[src/rtl/risc_v_pkg.sv]
// Opcode set decoded by the control unit plus the loader FSM encoding.
// Keeping the legal opcodes here lets the loader and control unit agree by construction.
package risc_v_pkg;

  localparam logic [6:0] R_TYPE        = 7'h33;
  localparam logic [6:0] I_TYPE_LOGIC  = 7'h13;
  localparam logic [6:0] U_TYPE_LUI    = 7'h37;
  localparam logic [6:0] S_TYPE_SW     = 7'h23;
  localparam logic [6:0] I_MEM_TYPE_LW = 7'h03;
  localparam logic [6:0] J_TYPE_JAL    = 7'h6F;
  localparam logic [6:0] B_TYPE        = 7'h63;

  typedef enum logic [2:0] {
    StIdle,
    StLen0,
    StLen1,
    StWords,
    StWrite,
    StDone
  } loader_state_e;

  function automatic logic is_legal_opcode(input logic [6:0] op);
    logic legal;
    case (op)
      R_TYPE, I_TYPE_LOGIC, U_TYPE_LUI, S_TYPE_SW,
      I_MEM_TYPE_LW, J_TYPE_JAL, B_TYPE: legal = 1'b1;
      default:                           legal = 1'b0;
    endcase
    return legal;
  endfunction

endpackage

[src/rtl/instr_mem_loader_if.sv]
// Byte-stream input link and instruction-memory write port of the loader.
interface instr_mem_loader_if;
  logic [7:0]  byte_i;
  logic        byte_valid_i;
  logic        byte_ready_o;
  logic        mem_we_o;
  logic [31:0] mem_addr_o;
  logic [31:0] mem_wdata_o;

  modport slave (
    input  byte_i, byte_valid_i,
    output byte_ready_o, mem_we_o, mem_addr_o, mem_wdata_o
  );

  modport master (
    output byte_i, byte_valid_i,
    input  byte_ready_o, mem_we_o, mem_addr_o, mem_wdata_o
  );
endinterface

[src/rtl/instr_mem_loader_packer.sv]
// Little-endian byte-to-word assembler; word_ready_o flags the accepted 4th byte.
module byte_to_word_packer (
  input  logic        clk,
  input  logic        reset,
  input  logic        clear_i,
  input  logic        byte_en_i,
  input  logic [7:0]  byte_i,
  output logic [31:0] word_o,
  output logic        word_ready_o
);

  logic [1:0]  idx_q, idx_d;
  logic [23:0] buf_q, buf_d;

  always_comb begin
    idx_d = idx_q;
    buf_d = buf_q;
    if (clear_i) begin
      idx_d = '0;
      buf_d = '0;
    end else if (byte_en_i) begin
      idx_d = idx_q + 2'd1;
      case (idx_q)
        2'd0:    buf_d[7:0]   = byte_i;
        2'd1:    buf_d[15:8]  = byte_i;
        2'd2:    buf_d[23:16] = byte_i;
        default: buf_d        = buf_q;
      endcase
    end
  end

  always_ff @(posedge clk or negedge reset) begin
    if (!reset) begin
      idx_q <= '0;
      buf_q <= '0;
    end else begin
      idx_q <= idx_d;
      buf_q <= buf_d;
    end
  end

  // Top byte comes straight from the link so the word is complete on the accepting edge.
  assign word_o       = {byte_i, buf_q};
  assign word_ready_o = byte_en_i && !clear_i && (idx_q == 2'd3);

endmodule

[src/rtl/instr_mem_loader.sv]
// Loads a length-prefixed little-endian byte stream into instruction memory,
// holding the core in reset until the load completes.
module instr_mem_loader
  import risc_v_pkg::*;
#(
  parameter int unsigned ADDR_WIDTH = 6,
  parameter logic [31:0] BASE_ADDR  = 32'h0040_0000
) (
  input  logic                  clk,
  input  logic                  reset,
  input  logic                  start_i,
  instr_mem_loader_if.slave     bus,
  output logic                  cpu_reset_n_o,
  output logic                  done_o,
  output logic                  len_err_o,
  output logic                  illegal_o,
  output logic [ADDR_WIDTH:0]   word_cnt_o
);

  localparam logic [16:0] DepthW = 17'(2 ** ADDR_WIDTH);

  loader_state_e         state_q, state_d;
  logic [15:0]           len_q, len_d;
  logic [ADDR_WIDTH:0]   cnt_q, cnt_d;
  logic [31:0]           wdata_q, wdata_d;
  logic                  len_err_q, len_err_d;
  logic                  illegal_q, illegal_d;

  logic        ready;
  logic        accept;
  logic        start_ok;
  logic [15:0] n_full;
  logic [31:0] word;
  logic        word_ready;

  assign ready    = (state_q == StLen0) || (state_q == StLen1) || (state_q == StWords);
  assign accept   = bus.byte_valid_i && ready;
  assign start_ok = start_i && ((state_q == StIdle) || (state_q == StDone));
  assign n_full   = {bus.byte_i, len_q[7:0]};

  byte_to_word_packer u_packer (
    .clk          (clk),
    .reset        (reset),
    .clear_i      (start_ok),
    .byte_en_i    (accept && (state_q == StWords)),
    .byte_i       (bus.byte_i),
    .word_o       (word),
    .word_ready_o (word_ready)
  );

  always_comb begin
    state_d   = state_q;
    len_d     = len_q;
    cnt_d     = cnt_q;
    wdata_d   = wdata_q;
    len_err_d = len_err_q;
    illegal_d = illegal_q;
    unique case (state_q)
      StIdle, StDone: begin
        if (start_i) begin
          state_d   = StLen0;
          len_err_d = 1'b0;
          illegal_d = 1'b0;
          cnt_d     = '0;
        end
      end
      StLen0: begin
        if (accept) begin
          len_d[7:0] = bus.byte_i;
          state_d    = StLen1;
        end
      end
      StLen1: begin
        if (accept) begin
          len_d = n_full;
          if (n_full == 16'd0) begin
            state_d = StDone;
          end else if ({1'b0, n_full} > DepthW) begin
            len_err_d = 1'b1;
            state_d   = StIdle;
          end else begin
            state_d = StWords;
          end
        end
      end
      StWords: begin
        if (word_ready) begin
          wdata_d = word;
          state_d = StWrite;
        end
      end
      StWrite: begin
        cnt_d = cnt_q + 1'b1;
        if (!is_legal_opcode(wdata_q[6:0])) illegal_d = 1'b1;
        state_d = (17'(cnt_q) + 17'd1 == {1'b0, len_q}) ? StDone : StWords;
      end
      default: state_d = StIdle;
    endcase
  end

  always_ff @(posedge clk or negedge reset) begin
    if (!reset) begin
      state_q   <= StIdle;
      len_q     <= '0;
      cnt_q     <= '0;
      wdata_q   <= '0;
      len_err_q <= 1'b0;
      illegal_q <= 1'b0;
    end else begin
      state_q   <= state_d;
      len_q     <= len_d;
      cnt_q     <= cnt_d;
      wdata_q   <= wdata_d;
      len_err_q <= len_err_d;
      illegal_q <= illegal_d;
    end
  end

  assign bus.byte_ready_o = ready;
  assign bus.mem_we_o     = (state_q == StWrite);
  assign bus.mem_addr_o   = BASE_ADDR + (32'(cnt_q) << 2);
  assign bus.mem_wdata_o  = wdata_q;
  assign cpu_reset_n_o    = (state_q == StDone);
  assign done_o           = (state_q == StDone);
  assign len_err_o        = len_err_q;
  assign illegal_o        = illegal_q;
  assign word_cnt_o       = cnt_q;

endmodule
[src/flat_wrapper.sv]
// flat-port wrapper written by rule: the top's interface ports become plain ports
module instr_mem_loader_flat import risc_v_pkg::*;
#(
  parameter int unsigned ADDR_WIDTH = 6,
  parameter logic [31:0] BASE_ADDR  = 32'h0040_0000
)
  (clk, reset, start_i, cpu_reset_n_o, done_o, len_err_o, illegal_o, word_cnt_o, bus_byte_i, bus_byte_valid_i, bus_byte_ready_o, bus_mem_we_o, bus_mem_addr_o, bus_mem_wdata_o);
  instr_mem_loader_if bus_i ();
  input  logic clk;
  input  logic reset;
  input  logic start_i;
  output logic cpu_reset_n_o;
  output logic done_o;
  output logic len_err_o;
  output logic illegal_o;
  output logic [ADDR_WIDTH:0] word_cnt_o;
  input wire logic [$bits(bus_i.byte_i)-1:0] bus_byte_i;
  input wire logic [$bits(bus_i.byte_valid_i)-1:0] bus_byte_valid_i;
  output wire logic [$bits(bus_i.byte_ready_o)-1:0] bus_byte_ready_o;
  output wire logic [$bits(bus_i.mem_we_o)-1:0] bus_mem_we_o;
  output wire logic [$bits(bus_i.mem_addr_o)-1:0] bus_mem_addr_o;
  output wire logic [$bits(bus_i.mem_wdata_o)-1:0] bus_mem_wdata_o;
  assign bus_i.byte_i = bus_byte_i;
  assign bus_i.byte_valid_i = bus_byte_valid_i;
  assign bus_byte_ready_o = bus_i.byte_ready_o;
  assign bus_mem_we_o = bus_i.mem_we_o;
  assign bus_mem_addr_o = bus_i.mem_addr_o;
  assign bus_mem_wdata_o = bus_i.mem_wdata_o;
  instr_mem_loader #(.ADDR_WIDTH(ADDR_WIDTH), .BASE_ADDR(BASE_ADDR)) u_core (.clk(clk), .reset(reset), .start_i(start_i), .bus(bus_i), .cpu_reset_n_o(cpu_reset_n_o), .done_o(done_o), .len_err_o(len_err_o), .illegal_o(illegal_o), .word_cnt_o(word_cnt_o));
endmodule
[config.mk]
export PLATFORM = sky130hd
export DESIGN_NAME = instr_mem_loader_flat
export DESIGN_NICKNAME = d
export VERILOG_FILES = /design/src/rtl/risc_v_pkg.sv /design/src/rtl/instr_mem_loader_if.sv /design/src/rtl/instr_mem_loader_packer.sv /design/src/rtl/instr_mem_loader.sv /design/src/flat_wrapper.sv
export SDC_FILE = /design/constraint.sdc
export NUM_CORES = 1
export LEC_CHECK = 0
export BUFFER_PORTS_ARGS = -buffer_cell sky130_fd_sc_hd__buf_2
export CAP_MARGIN = 0
export CORE_MARGIN = 5
export CORE_UTILIZATION = 59
export CTS_CLUSTER_SIZE = 10
export DETAILED_ROUTE_END_ITERATION = 6
export GPL_TIMING_DRIVEN = 0
export PLACE_DENSITY = 0.89
export SYNTH_ARGS = -nofsm -noshare
export SYNTH_HDL_FRONTEND = slang
export SYNTH_SLANG_ARGS = --single-unit
export TNS_END_PERCENT = 10
[constraint.sdc]
create_clock -name clk -period 4.02 [get_ports clk]
set_clock_uncertainty 0.1 [all_clocks]
set_input_delay 0.804 -clock clk [delete_from_list [all_inputs] [get_ports clk]]
set_output_delay 0.804 -clock clk [all_outputs]
set_load 0.02 [all_outputs]
Yosys cells after proc, flatten, opt, wreduce, memory -nomap -nowiden
Index checks and enable logic that the tools add are counted.
W data, S select, Z words.
{"block": "word_totals", "register_bits": 86, "inputBits": 12, "output_inout_bits": 77, "wordCells": 98}
{"block": "op_classes", "addsub": 4, "order_cmp": 1, "eq_ne": 23, "muxes": 28, "n_bitwise": 1, "n_reduce_logical": 30}
{"cell": "$mux W24", "count": 2}
{"cell": "$mux W8", "count": 4}
{"cell": "$add A23 B9 Y24 const A", "count": 1}
{"cell": "$eq A7 B6 Y1 const B", "count": 3}
{"cell": "$mux W3", "count": 6}
{"cell": "$eq A17 B16 Y1", "count": 1}
{"cell": "$gt A16 B7 Y1 const B", "count": 1}
{"cell": "$logic_not A16 Y1", "count": 1}
{"cell": "$pmux W8 S2", "count": 1}
{"cell": "$pmux W3 S5", "count": 1}
{"cell": "$eq A7 B7 Y1 const B", "count": 2}
{"cell": "$pmux W7 S2", "count": 1}
{"cell": "$reduce_and A2 Y1", "count": 6}
{"cell": "$reduce_bool A2 Y1", "count": 6}
{"cell": "$ne A2 B2 Y1 const B", "count": 5}
{"cell": "$add A7 B1 Y8 const B", "count": 1}
{"cell": "$add A7 B1 Y7 const B", "count": 1}
{"cell": "$eq A7 B2 Y1 const B", "count": 1}
{"cell": "$eq A7 B5 Y1 const B", "count": 1}
{"cell": "$mux W1", "count": 7}
{"cell": "$mux W7", "count": 1}
{"cell": "$reduce_or A7 Y1", "count": 1}
{"cell": "$eq A3 B2 Y1 const B", "count": 2}
{"cell": "$eq A3 B3 Y1 const B", "count": 2}
{"cell": "17 further kinds", "count": 29}

Depth between registers and ports, before layout
{"block": "depth", "ltp_word": 9, "ltp_mapped": 7, "mapped_depth_nobuf": 6}

Modules after synthesis
Synthesis repeated with hierarchy kept, for this count alone.
{"block": "hier_totals", "hier_cells": 379, "hier_area_um2": 4441.8}
{"mod": "instr_mem_loader", "instances": 1, "cells_per_inst": 270, "area_each_um2": 3140.5, "seq_area_each_um2": 1501.4}
{"mod": "byte_to_word_packer", "instances": 1, "cells_per_inst": 109, "area_each_um2": 1301.2, "seq_area_each_um2": 650.6}

Worst setup path before layout
Ideal clock, no wire load.
{"block": "synth_path", "path_kind": "flip-flop to output port", "startpoint": "register u_core.state_q[2]", "endpoint": "output done_o", "arrival_time_ns": 1.163, "required_ns": 3.116, "setup_slack_ns": 1.953, "stages_incl_launch_ff": 5, "path_buffers": 2, "path_cell_list": "dfrtp_1 buf_2 nand2_1 nor2_1 buf_4"}
{"block": "synth_via", "elab_chain_len": 1}
{"item": "start, declared", "line_no": "instr_mem_loader.sv:22", "rtl": "loader_state_e state_q, state_d;"}
{"item": "start signal, assigned", "line_no": "instr_mem_loader.sv:103", "rtl": "state_q <= StIdle;"}
{"item": "start signal, assigned", "line_no": "instr_mem_loader.sv:110", "rtl": "state_q <= state_d;"}
{"item": "$eq A3 B3 Y1"}
{"item": "end, declared", "line_no": "flat_wrapper.sv:13", "rtl": "output logic done_o;"}
No other way between the ends.

Worst setup path after layout
{"block": "layout_path", "startpoint": "register u_core.state_q[0]", "endpoint": "output bus_mem_we_o"}
{"block": "layout_via", "elab_chain_len": 1}
{"item": "$eq A3 B3 Y1", "line_no": "instr_mem_loader.sv:120", "rtl": "assign bus.mem_we_o = (state_q == StWrite);"}
{"item": "end, declared", "line_no": "flat_wrapper.sv:20", "rtl": "output wire logic [$bits(bus_i.mem_we_o)-1:0] bus_mem_we_o;"}
No other way between the ends.

==> metrics.cfg <==
[outcome]
status=finished, final reports clean

[floorplan]
start_util_pct=60.84
die_area_um2=8824
pin_count=89
die_x_um=93.94
rows=30
core-area_um2=6832
die_h_um=93.94

[clock_network]
post-cts-setup-buffers=0
cts_root_buf=clkbuf_8
cts-htree-levels=3
cts_tree=built
numCtsBuffers=9
insertion_delay_ns=0.36
postCtsHoldBufs=0
clockBufferDepth=2
cts_resized=0
clk_pin_slew_worst_paths_ns=0.09
clkSinkCount=86

[critical_path]
path_delay_family=buffers and inverters
cp_max_fo=10
critPathKind=reg2out
path_cells=buf_2 > nor2_1 > nand2_1 > inv_1 > buf_2
required_ns=3.12
crit_arrival_ns=1.63
cp-end-kind=output pin
cp_slowest_stage_delay_ns=0.41
cp_num_buf_inv=3
crit_path_frequent_cell=buf_2
crit_path_start_kind=register
cp_slowest_cell=dfrtp_1

[yosys]
yosys.area.top_type=dfrtp_1
synth-edff-count=0
ys.warnings.count=0
yosysSeqAreaShare_pct=51.78
syn-instance-count=394
synth_area_leaders=dfrtp_1 (52%), mux2_2 (12%), buf_4 (6.0%)
synth_top_area_share_pct=51.78
avgSynthCellArea_um2=10.55
ys_ff_latch=86
synthArstFlopShare_pct=100.0
netlist_area_um2=4156
synth_ff_type=dfrtp_1
ys_types=43

[route]
vias=3271
wire_per_inst_um=15.88
viasPerCell=5.516
ant_nets=0
firstDrtPassIters=5
drc=0
dr.first_iter.drc_count=199
wl_mm=9.417

[grt]
grt_overflow_total=0
grt_max_degree=46
grt_pass1_wl_mm=15.78
antenna_found_initial=0
grt_use_total_pct=23.02
first_global_vias=3220

[sta]
maxSlewHeadroom_pct=54.89
setup_viol=0
period_share_pct=63.14
setup_tns_ns=0
rsz0062_at_grt=no
hold_viol_final=0
slew_viol_final=0
finalHoldWorstSlack_ns=0.3132
min_period_ns=2.538
worstMarginPinSlew_ns=0.6730
worst_slack_ns=1.482
max_freq_ghz=0.3940

[cells_and_area]
syn2layout_area_growth_pct=18.39
multi_input_area_um2=1718
drive_gt1_share_pct=34.41
final_core_util_pct=72.03
final_area_um2=4921
nFillCells=496
final_net_count=509
regArea_um2=2152
n_antenna_cell=0

[power_and_ir_drop]
intPower_w=0.001800
combPwrFrac_pct=32.2
switchingPower_w=0.0009976
vdd_drop_max_mv=0.3328
seq_power_share_pct=43.6
power.leakage_nw=2.516
powerDensity_nw_per_um2=568.5
clock_power_share_pct=24.1
switching_share_pct=35.66

[worst_hold_path]
min_path_type=in2async

[placement]
gp_congestion=0.8656
portBuffers=63
dp_slack_ns=1.718
post-dp-hpwl_mm=6.746
placed_area_um2=4701

[job]
drv_cap=0

[flip-flops by register name, summed over array words and instances, names as in the netlist]
register	count
u_core.bus.mem_wdata_o	32
u_core.illegal_o	1
u_core.len_err_o	1
u_core.len_q	16
u_core.state_q	3
u_core.u_packer.buf_q	24
u_core.u_packer.idx_q	2
u_core.word_cnt_o	7
[worst reg2reg max path, cell delays in order (launching register included)]
cell and delay, ns:
dfrtp_1 0.41, buf_2 0.25, xnor2_1 0.14, and3_1 0.25, buf_2 0.28, buf_1 0.38, a21oi_1 0.10
[cells by family (layout without fill, tap and decap cells)]
group                      count (synthesis)  in the layout  share of synthesized area, %
and+or+nand+nor                          114            114                         13.18
DFF                                       86             86                         51.78
AOI/OAI and AO/OA                         69             69                         10.02
buffers and inverters                     63            143                         8.970
muxes                                     46             46                         12.46
xor gates and xnor gates                   9              9                         1.897
adders and majority gates                  5              5                         1.505
other                                      2             25                        0.1807
[cells in the mapped netlist (2+ instances only)]
cell type  number
dfrtp_1        86
o21ai_0        18
o31ai_1         3
and3_1          5
mux2_2         46
clkbuf_1       10
buf_2           9
conb_1          2
ha_1            5
nand2b_1        4
o22ai_1         3
o32a_1          2
inv_1           9
a21oi_1        27
nor2_1         11
a21o_1          3
nor4_1          6
nand3_1        30
a22oi_1         2
buf_4          33
a31oi_1         2
nor3_1          2
nor2b_1         2
xnor2_1         9
nand2_1        47
[worst paths after layout]
check                                       endpoint                 startpoint  slack (ns)  cells after the start
min reg2reg                u_core.bus.mem_wdata_o[9]  u_core.bus.mem_wdata_o[9]        0.41                      1
min in group clk           u_core.bus.mem_wdata_o[9]  u_core.bus.mem_wdata_o[9]        0.41                      1
max reg2reg                u_core.u_packer.buf_q[18]          u_core.state_q[2]        2.00                      6
max                                     bus_mem_we_o          u_core.state_q[0]        1.48                      5
min                             u_core.word_cnt_o[4]                      reset        0.31                      1
max in group asynchronous           u_core.len_q[12]                      reset        2.89                      2
[cells in the final DEF (no fill, tap or decap), types with 4 or more instances in the layout]
master,Yosys,final
inv_1,9,9
xnor2_1,9,9
a21oi_1,27,27
nor2_1,11,11
nor4_1,6,6
clkbuf_8,0,9
dfrtp_1,86,86
nand3_1,30,30
buf_4,33,34
nand2b_1,4,4
nand2_1,47,47
and3_1,5,5
o21ai_0,18,18
buf_2,9,71
clkbuf_1,10,11
ha_1,5,5
mux2_2,46,46
conb_1,2,25
[through the flow]
stage	total power, W	instances
CTS	0.002801	593
detailed placement	0.002128	577
finish	0.002798	593
global route	0.002975	593
floorplan	0.001861	417
global placement	0.002072	576
[metal layers]
layer / track usage, % / wire length, um / vias to the layer above / part of all wire (%)
met2: 37.73 / 4620 / 144 / 49
li1: - / - / 1513 / -
met4: 9.025 / 250 / 0 / 2.7
met1: 29.46 / 3754 / 1590 / 40
met3: 5.529 / 791 / 24 / 8.4
met5: 0 / 0 / - / 0
[final cells by class]
type | instances | area share [%]
repair buffers | 64 | 6.865
flip-flops and latches | 86 | 43.73
well taps | 96 | 2.441
multi-input cells | 268 | 34.91
inverters | 9 | 0.6865
clock inverters | 6 | 1.882
plain buffers | 54 | 6.890
clock buffers | 10 | 2.593
[power groups by stage]
stage	sequential (W)	combinational (W)	clock [W]
2_1_floorplan	0.00124	0.000624	0
3_3_place_gp	0.00122	0.000856	0
3_5_place_dp	0.00123	0.000898	0
4_1_cts	0.00122	0.000902	0.000683
5_1_grt	0.00124	0.00100	0.000732
6_report	0.00122	0.000902	0.000675
(Power assumes the default switching activity.)
